### src/rtl/result_stream_tx_pkg.sv
// Shared defaults and state encoding for the result stream transmitter.
package result_stream_tx_pkg;

    localparam int              DEF_N_POS  = 36;
    localparam int              DEF_DATA_W = 8;
    localparam logic [7:0]      DEF_HEADER = 8'hA5;

    typedef enum logic [1:0] {
        CAPTURE   = 2'd0,
        SEND_HDR  = 2'd1,
        SEND_PAY  = 2'd2,
        SEND_CSUM = 2'd3
    } tx_state_e;

endpackage

### src/rtl/result_frame_buffer.sv
// Per-position result store: synchronous write, combinational read.
module result_frame_buffer #(
    parameter int N_POS  = 36,
    parameter int WORD_W = 16,
    parameter int ADDR_W = 6
) (
    input  logic              clk,
    input  logic              wr_en,
    input  logic [ADDR_W-1:0] wr_addr,
    input  logic [WORD_W-1:0] wr_data,
    input  logic [ADDR_W-1:0] rd_addr,
    output logic [WORD_W-1:0] rd_data
);

    // Contents are don't-care after reset, so the array carries no reset.
    logic [WORD_W-1:0] mem_q [N_POS];

    always_ff @(posedge clk) begin
        if (wr_en) mem_q[wr_addr] <= wr_data;
    end

    assign rd_data = mem_q[rd_addr];

endmodule

### src/rtl/result_stream_tx.sv
// Captures one frame of two-channel results, then streams header, payload
// and an 8-bit additive checksum over a valid/ready byte interface.
module result_stream_tx
    import result_stream_tx_pkg::*;
#(
    parameter int                N_POS  = DEF_N_POS,
    parameter int                DATA_W = DEF_DATA_W,
    parameter logic [DATA_W-1:0] HEADER = DEF_HEADER
) (
    input  logic              clk,
    input  logic              reset,
    input  logic              in_valid,
    input  logic [DATA_W-1:0] in_data_0,
    input  logic [DATA_W-1:0] in_data_1,
    output logic [DATA_W-1:0] tx_data,
    output logic              tx_valid,
    input  logic              tx_ready,
    output logic              tx_last,
    output logic              busy,
    output logic              overflow
);

    localparam int PW = (N_POS > 1) ? $clog2(N_POS) : 1;
    localparam int RW = PW + 1;
    localparam logic [PW-1:0] LAST_POS  = PW'(N_POS - 1);
    localparam logic [RW-1:0] LAST_BYTE = RW'(2 * N_POS - 1);

    tx_state_e           state_q, state_d;
    logic [PW-1:0]       wr_ptr_q, wr_ptr_d;
    logic [RW-1:0]       rd_idx_q, rd_idx_d;
    logic [DATA_W-1:0]   csum_q, csum_d;
    logic                overflow_q, overflow_d;

    logic                buf_we;
    logic [2*DATA_W-1:0] rd_word;
    logic [DATA_W-1:0]   pay_byte;
    logic                xfer;

    result_frame_buffer #(
        .N_POS  (N_POS),
        .WORD_W (2 * DATA_W),
        .ADDR_W (PW)
    ) u_buf (
        .clk     (clk),
        .wr_en   (buf_we),
        .wr_addr (wr_ptr_q),
        .wr_data ({in_data_1, in_data_0}),
        .rd_addr (rd_idx_q[RW-1:1]),
        .rd_data (rd_word)
    );

    // Outputs derive only from registered state, so they hold while stalled.
    assign busy     = (state_q != CAPTURE);
    assign tx_valid = busy;
    assign tx_last  = (state_q == SEND_CSUM);
    assign overflow = overflow_q;
    assign xfer     = tx_valid && tx_ready;
    assign pay_byte = rd_idx_q[0] ? rd_word[2*DATA_W-1:DATA_W] : rd_word[DATA_W-1:0];

    always_comb begin
        tx_data = '0;
        case (state_q)
            SEND_HDR:  tx_data = HEADER;
            SEND_PAY:  tx_data = pay_byte;
            SEND_CSUM: tx_data = csum_q;
            default:   tx_data = '0;
        endcase
    end

    always_comb begin
        state_d    = state_q;
        wr_ptr_d   = wr_ptr_q;
        rd_idx_d   = rd_idx_q;
        csum_d     = csum_q;
        overflow_d = overflow_q | (in_valid && busy);
        buf_we     = 1'b0;
        case (state_q)
            CAPTURE: begin
                if (in_valid) begin
                    buf_we = 1'b1;
                    if (wr_ptr_q == LAST_POS) begin
                        wr_ptr_d = '0;
                        state_d  = SEND_HDR;
                    end else begin
                        wr_ptr_d = wr_ptr_q + 1'b1;
                    end
                end
            end
            SEND_HDR: begin
                if (xfer) begin
                    rd_idx_d = '0;
                    state_d  = SEND_PAY;
                end
            end
            SEND_PAY: begin
                // Accumulate on transfer so the sum is final for the next cycle.
                if (xfer) begin
                    csum_d = csum_q + pay_byte;
                    if (rd_idx_q == LAST_BYTE) begin
                        rd_idx_d = '0;
                        state_d  = SEND_CSUM;
                    end else begin
                        rd_idx_d = rd_idx_q + 1'b1;
                    end
                end
            end
            SEND_CSUM: begin
                if (xfer) begin
                    csum_d  = '0;
                    state_d = CAPTURE;
                end
            end
            default: state_d = CAPTURE;
        endcase
    end

    always_ff @(posedge clk) begin
        if (reset) begin
            state_q    <= CAPTURE;
            wr_ptr_q   <= '0;
            rd_idx_q   <= '0;
            csum_q     <= '0;
            overflow_q <= 1'b0;
        end else begin
            state_q    <= state_d;
            wr_ptr_q   <= wr_ptr_d;
            rd_idx_q   <= rd_idx_d;
            csum_q     <= csum_d;
            overflow_q <= overflow_d;
        end
    end

endmodule
### config.mk
export PLATFORM = sky130hd
export DESIGN_NAME = result_stream_tx
export DESIGN_NICKNAME = d
export VERILOG_FILES = /design/src/rtl/result_stream_tx_pkg.sv /design/src/rtl/result_frame_buffer.sv /design/src/rtl/result_stream_tx.sv
export SDC_FILE = /design/constraint.sdc
export NUM_CORES = 1
export LEC_CHECK = 0
export BUFFER_PORTS_ARGS = -buffer_cell sky130_fd_sc_hd__buf_2
export CAP_MARGIN = 10
export CORE_MARGIN = 4
export CORE_UTILIZATION = 37
export DETAILED_ROUTE_END_ITERATION = 8
export PLACE_DENSITY_LB_ADDON = 0.05
export SYNTH_ARGS = -nofsm -noshare
export SYNTH_HDL_FRONTEND = slang
export SYNTH_HIERARCHICAL = 1
export SYNTH_SLANG_ARGS = --single-unit
### constraint.sdc
create_clock -name clk -period 5.7 [get_ports clk]
set_input_delay 0.285 -clock clk [delete_from_list [all_inputs] [get_ports clk]]
set_output_delay 0.285 -clock clk [all_outputs]
set_load 0.03 [all_outputs]
* Word level (Yosys, flattened, before mapping) *
Memory sizes are Yosys's and may differ from the RTL's. A register that Yosys moved wholly into a read port is not among the register bits.
Index checks and enable logic that the tools add are counted.

word-level totals
  output and inout bits = 12
  input bits = 20
  memory bits (writable) = 576
  flip-flop bits (word level) = 24
  memories kept = 1
  word-level logic and storage cells = 54

memories
  memory       words  bits a word  rd ports  clocked after memory_dff  wr ports  line                       RTL
  u_buf.mem_q  36     16           1         1                         1         result_frame_buffer.sv:16  logic [WORD_W-1:0] mem_q [N_POS];

operators by class
  multiplexer cells = 23
  bitwise logic cells = 1
  eq/ne operators = 11
  add/sub/neg operators = 3
  reduce and logical (&&, ||, !) cells = 10

operators with widths
  kind                 number
  $mux 8               3
  $pmux 8 s3           1
  $mux 7               3
  $mux 6               3
  $pmux 8 s2           1
  $pmux 7 s2           1
  $mux 2               6
  $ne 2x2->1 const B   5
  $add 8x8->8          1
  $pmux 2 s4           1
  $add 7x1->7 const B  1
  $eq 7x7->1 const B   1
  $add 6x1->6 const B  1
  $eq 6x6->1 const B   1
  $reduce_and 3->1     2
  $reduce_and 6->1     1
  $reduce_bool 2->1    3
  $eq 2x2->1 const B   2
  $mux 1               4
  $eq 2x1->1 const B   1
  $logic_and 1x1->1    2
  $logic_not 2->1      1
  $ne 2x1->1 const B   1
  $reduce_and 2->1     1
  $or 1x1->1           1

* Logic depth before layout (Yosys ltp) *
  depth after elaboration = 6
  gate-level depth with buffers = 16
  gate-level depth less buffers = 13

* By module *
The synthesis kept the hierarchy.

modules (own cells, without submodules)
  module               times used  sequential area each (sq um)  cells an instance  area an instance (sq um)
  result_frame_buffer  1           17296.6                       1185               22788.1
  result_stream_tx     1           480.5                         195                1594.0

* Worst setup path after synthesis *
No wires, ideal clock.

  path type = register to register
  start point = reg, netlist name rd_idx_q[1]
  end point = reg csum_q[6]
  data arrival time = 3.355 ns
  stages on the path, launching flop included = 15
  required time = 5.613 ns
  buffers on the path = 3
  slack = 2.258 ns
  setup time = 0.087 ns
  clock period less this slack = 3.442 ns
  cell sequence = dfxtp_1 > buf_6 > buf_6 > buf_2 > mux4_2 > nand2_1 > o41ai_2 > mux2_2 > ha_1 > fa_1 > a21o_1 > a21oi_1 > o211ai_1 > xnor2_1 > o31ai_1

RTL lines
  what                  line                     RTL
  end signal, assigned  result_stream_tx.sv:128  csum_q <= csum_d;
  end, declared         result_stream_tx.sv:31   logic [DATA_W-1:0] csum_q, csum_d;

==> metrics.yaml <==
grt_antenna_before_repair: 1
power.leakage_uw: 0.00830
rsz0062_at_grt: "no"
cp_top_family: "compound AO/OA/AOI/OAI gates"
hold_buffers: 1
antenna_left: 0
finalPower_uw: 9670
hold_viol: 0
whs_endpoint: "rd_idx_q[2]$_SDFFE_PP0P_"
rr_worst_depth: 12
dieArea_mm2: 0.0701
switching_share: 0.217
ioPinCount: 32
clockBufferDepth: 3
chipHeight_um: 265
final_core_util: 0.428
cts_tree: "built"
slowest_stage: "dfxtp_4"
worstHoldStart: "reset"
r2r_start: "rd_idx_q[1]$_SDFFE_PP0P_"
power_frac_comb: 0.050
cp_max_fo: 70
hpwl_mm: 38.5
regToRegEndpoint: "csum_q[7]$_SDFFE_PP0P_"
drt-total-wl_mm: 65.4
viasPerCell: 5.43
drive_gt1_frac: 0.180
end_kind: "flip-flop"
synth_warnings: 6
worstMarginPinSlew_ns: 1.18
wire_per_inst_um: 27.8
place_area_mm2: 0.0256
cts_max_level: 3
internal_power_uw: 7580
grt.overflow.total: 0
numCtsBuffers: 68
cts_setup_buffers: 0
finalSetupViolCount: 0
fp.dieW_um: 265
post_cts_resized: 0
syn_area_mm2: 0.0244
peakVddDrop_v: 0.000233
start_kind: "flip-flop"
yosysSeqAreaShare: 0.729
globalRouteTotalUtil: 0.185
synth_nets: 1414
worstSetupPathType: "flip-flop to flip-flop"
nets: 1475
worst-path-buf-inv: 1
area_growth_pct: 13.9
power_density_mw_per_mm2: 348
grt_pass1_vias: 12700
syn_avg_cell_area_um2: 17.7
clockRootBuffer: "clkbuf_16"
relSlewSlack: 0.212
grt_pass1_wl_mm: 93.8
synth_edf_count: 576
fin_tns_setup_ns: 0
skew_ns: 0.0234
post-route-period-util: 0.766
fmax_ghz: 0.229
power.switching_uw: 2090
holdPathStages: 2
synthCells: 1380
cap_violations: 0
hold_class: "input port to flip-flop"
hold_slack_ns: 0.0872
start_util: 0.376
pwr-share-seq: 0.509
num_rows: 93
drcViolationCount: 0
final_cell_area_mm2: 0.0278
slew_viol_final: 0
synthFlopType: "edfxtp_1"
async_reset_ff_frac: 0
period_minus_slack_ns: 4.37
synth.ff_latch_count: 600
status: "completed"
clock_latency_ns: 0.61
core-area_mm2: 0.0648
clk_pin_slew_ns: 0.06
dr_total_vias: 12800
grt_max_degree: 71
worst-path-stages: 12
slowest_delay_ns: 0.80
first_iter_violations: 956
port_buffers: 31
clock_power_share: 0.441
crit_chain: "buf_12 > mux2i_1 > a22oi_1 > a21oi_1 > o41ai_2 > mux2_2 > ha_1 > o21ai_0 > o31ai_1 > a211oi_1 > a211o_1 > nand4_1"
place_congestion: 0.750
dr.pass1.iters: 5
synth_cell_type_count: 58
ff2ff_setup_slack_ns: 1.33
critPathRequiredTime_ns: 6.16
cp.arrival_ns: 4.82
cts_sinks: 600
[registers in the layout, summed over array words and instances (netlist names)]
register     count
rd_idx_q         7
u_buf/mem_q    576
csum_q           8
state_q          2
wr_ptr_q         6
overflow         1
[worst max path at each step]
stage                        startpoint                     end  slack [ns]
3_3_place_gp   rd_idx_q[1]$_SDFFE_PP0P_  csum_q[7]$_SDFFE_PP0P_        1.34
4_1_cts        rd_idx_q[1]$_SDFFE_PP0P_              tx_data[3]        1.24
2_1_floorplan  rd_idx_q[1]$_SDFFE_PP0P_  csum_q[6]$_SDFFE_PP0P_        2.26
3_5_place_dp   rd_idx_q[1]$_SDFFE_PP0P_  csum_q[7]$_SDFFE_PP0P_        1.33
5_1_grt        rd_idx_q[1]$_SDFFE_PP0P_  csum_q[7]$_SDFFE_PP0P_        1.17
6_report       rd_idx_q[1]$_SDFFE_PP0P_  csum_q[7]$_SDFFE_PP0P_        1.33
[cells by family (layout without fill, tap and decap cells)]
kind of cell,Yosys count,in the layout,synth area share
buffers and inverters,84,197,0.0224
adder cells (fa/ha/maj),14,14,0.00749
AO/OA/AOI/OAI,233,233,0.0833
XOR/XNOR,11,11,0.00395
flip-flops,600,600,0.729
other,0,3,0
multiplexers,281,281,0.124
AND/OR/NAND/NOR,157,157,0.0298
[final cells by class]
type                    count  area, µm²
diodes                      3       7.51
clock buffers              84       1830
clock inverters            38        358
fillers                  5730      37100
inverters                   7       26.3
multi-input cells         696       6140
flip-flops and latches    600      17800
well taps                 855       1070
repair buffers             68        548
[per-layer routing]
metal | up-vias | track usage | wire (µm)
li1 | 5704 | - | -
met4 | 0 | 0.0524 | 1390
met5 | - | 0 | 0
met3 | 79 | 0.0349 | 2930
met1 | 6710 | 0.260 | 30000
met2 | 275 | 0.296 | 31100
[placed cells by master, fill, tap and decap left out, types with 6 or more instances in the layout]
cell type,Yosys,routed
bufinv_16,0,6
xor2_1,7,7
inv_1,7,7
clkinv_2,0,12
o41ai_2,16,16
a221oi_2,31,31
mux4_2,16,16
a21oi_1,41,41
ha_1,13,13
buf_12,0,9
buf_4,11,27
nand4_1,8,8
clkbuf_16,0,71
nor2_1,66,42
nor2_2,1,24
nand2_1,42,42
a22oi_1,73,73
o22ai_1,16,16
dfxtp_1,24,22
mux2_2,8,8
a22o_1,32,32
edfxtp_1,576,576
mux2i_1,257,257
clkinv_1,0,14
buf_2,19,31
clkbuf_1,19,13
nand3_1,9,9
[synth_stat cells (7+ instances only)]
| cell | instances | area, µm² |
|---|---|---|
| a22oi_1 | 73 | 548 |
| a21oi_1 | 41 | 205 |
| buf_6 | 15 | 169 |
| mux2_2 | 8 | 90.1 |
| clkbuf_1 | 19 | 71.3 |
| mux2i_1 | 257 | 2570 |
| nor2_1 | 66 | 248 |
| a22o_1 | 32 | 280 |
| mux4_2 | 16 | 360 |
| o41ai_2 | 16 | 260 |
| buf_1 | 7 | 26.3 |
| nand3_1 | 9 | 45.0 |
| nand2_1 | 42 | 158 |
| nand4_1 | 8 | 50.1 |
| a221oi_2 | 31 | 465 |
| dfxtp_1 | 24 | 480 |
| inv_1 | 7 | 26.3 |
| buf_4 | 11 | 82.6 |
| edfxtp_1 | 576 | 17300 |
| o22ai_1 | 16 | 100 |
| xor2_1 | 7 | 61.3 |
| buf_2 | 19 | 95.1 |
| ha_1 | 13 | 163 |
[power groups by stage]
stage               combinational (µW)  sequential, µW  clock, µW
floorplan                          267            5010          0
global route                       519            4930       4600
finish                             479            4920       4270
CTS                                486            4920       4390
global placement                   481            5010          0
detailed placement                 485            5020          0
[through the flow]
step | cells | setup WS [ns]
finish | 2351 | 1.33
global route | 2348 | 1.17
CTS | 2348 | 1.24
detailed placement | 2225 | 1.33
global placement | 2225 | 1.34
floorplan | 1380 | 2.26
No activity file was read; power rests on OpenSTA's default activity.
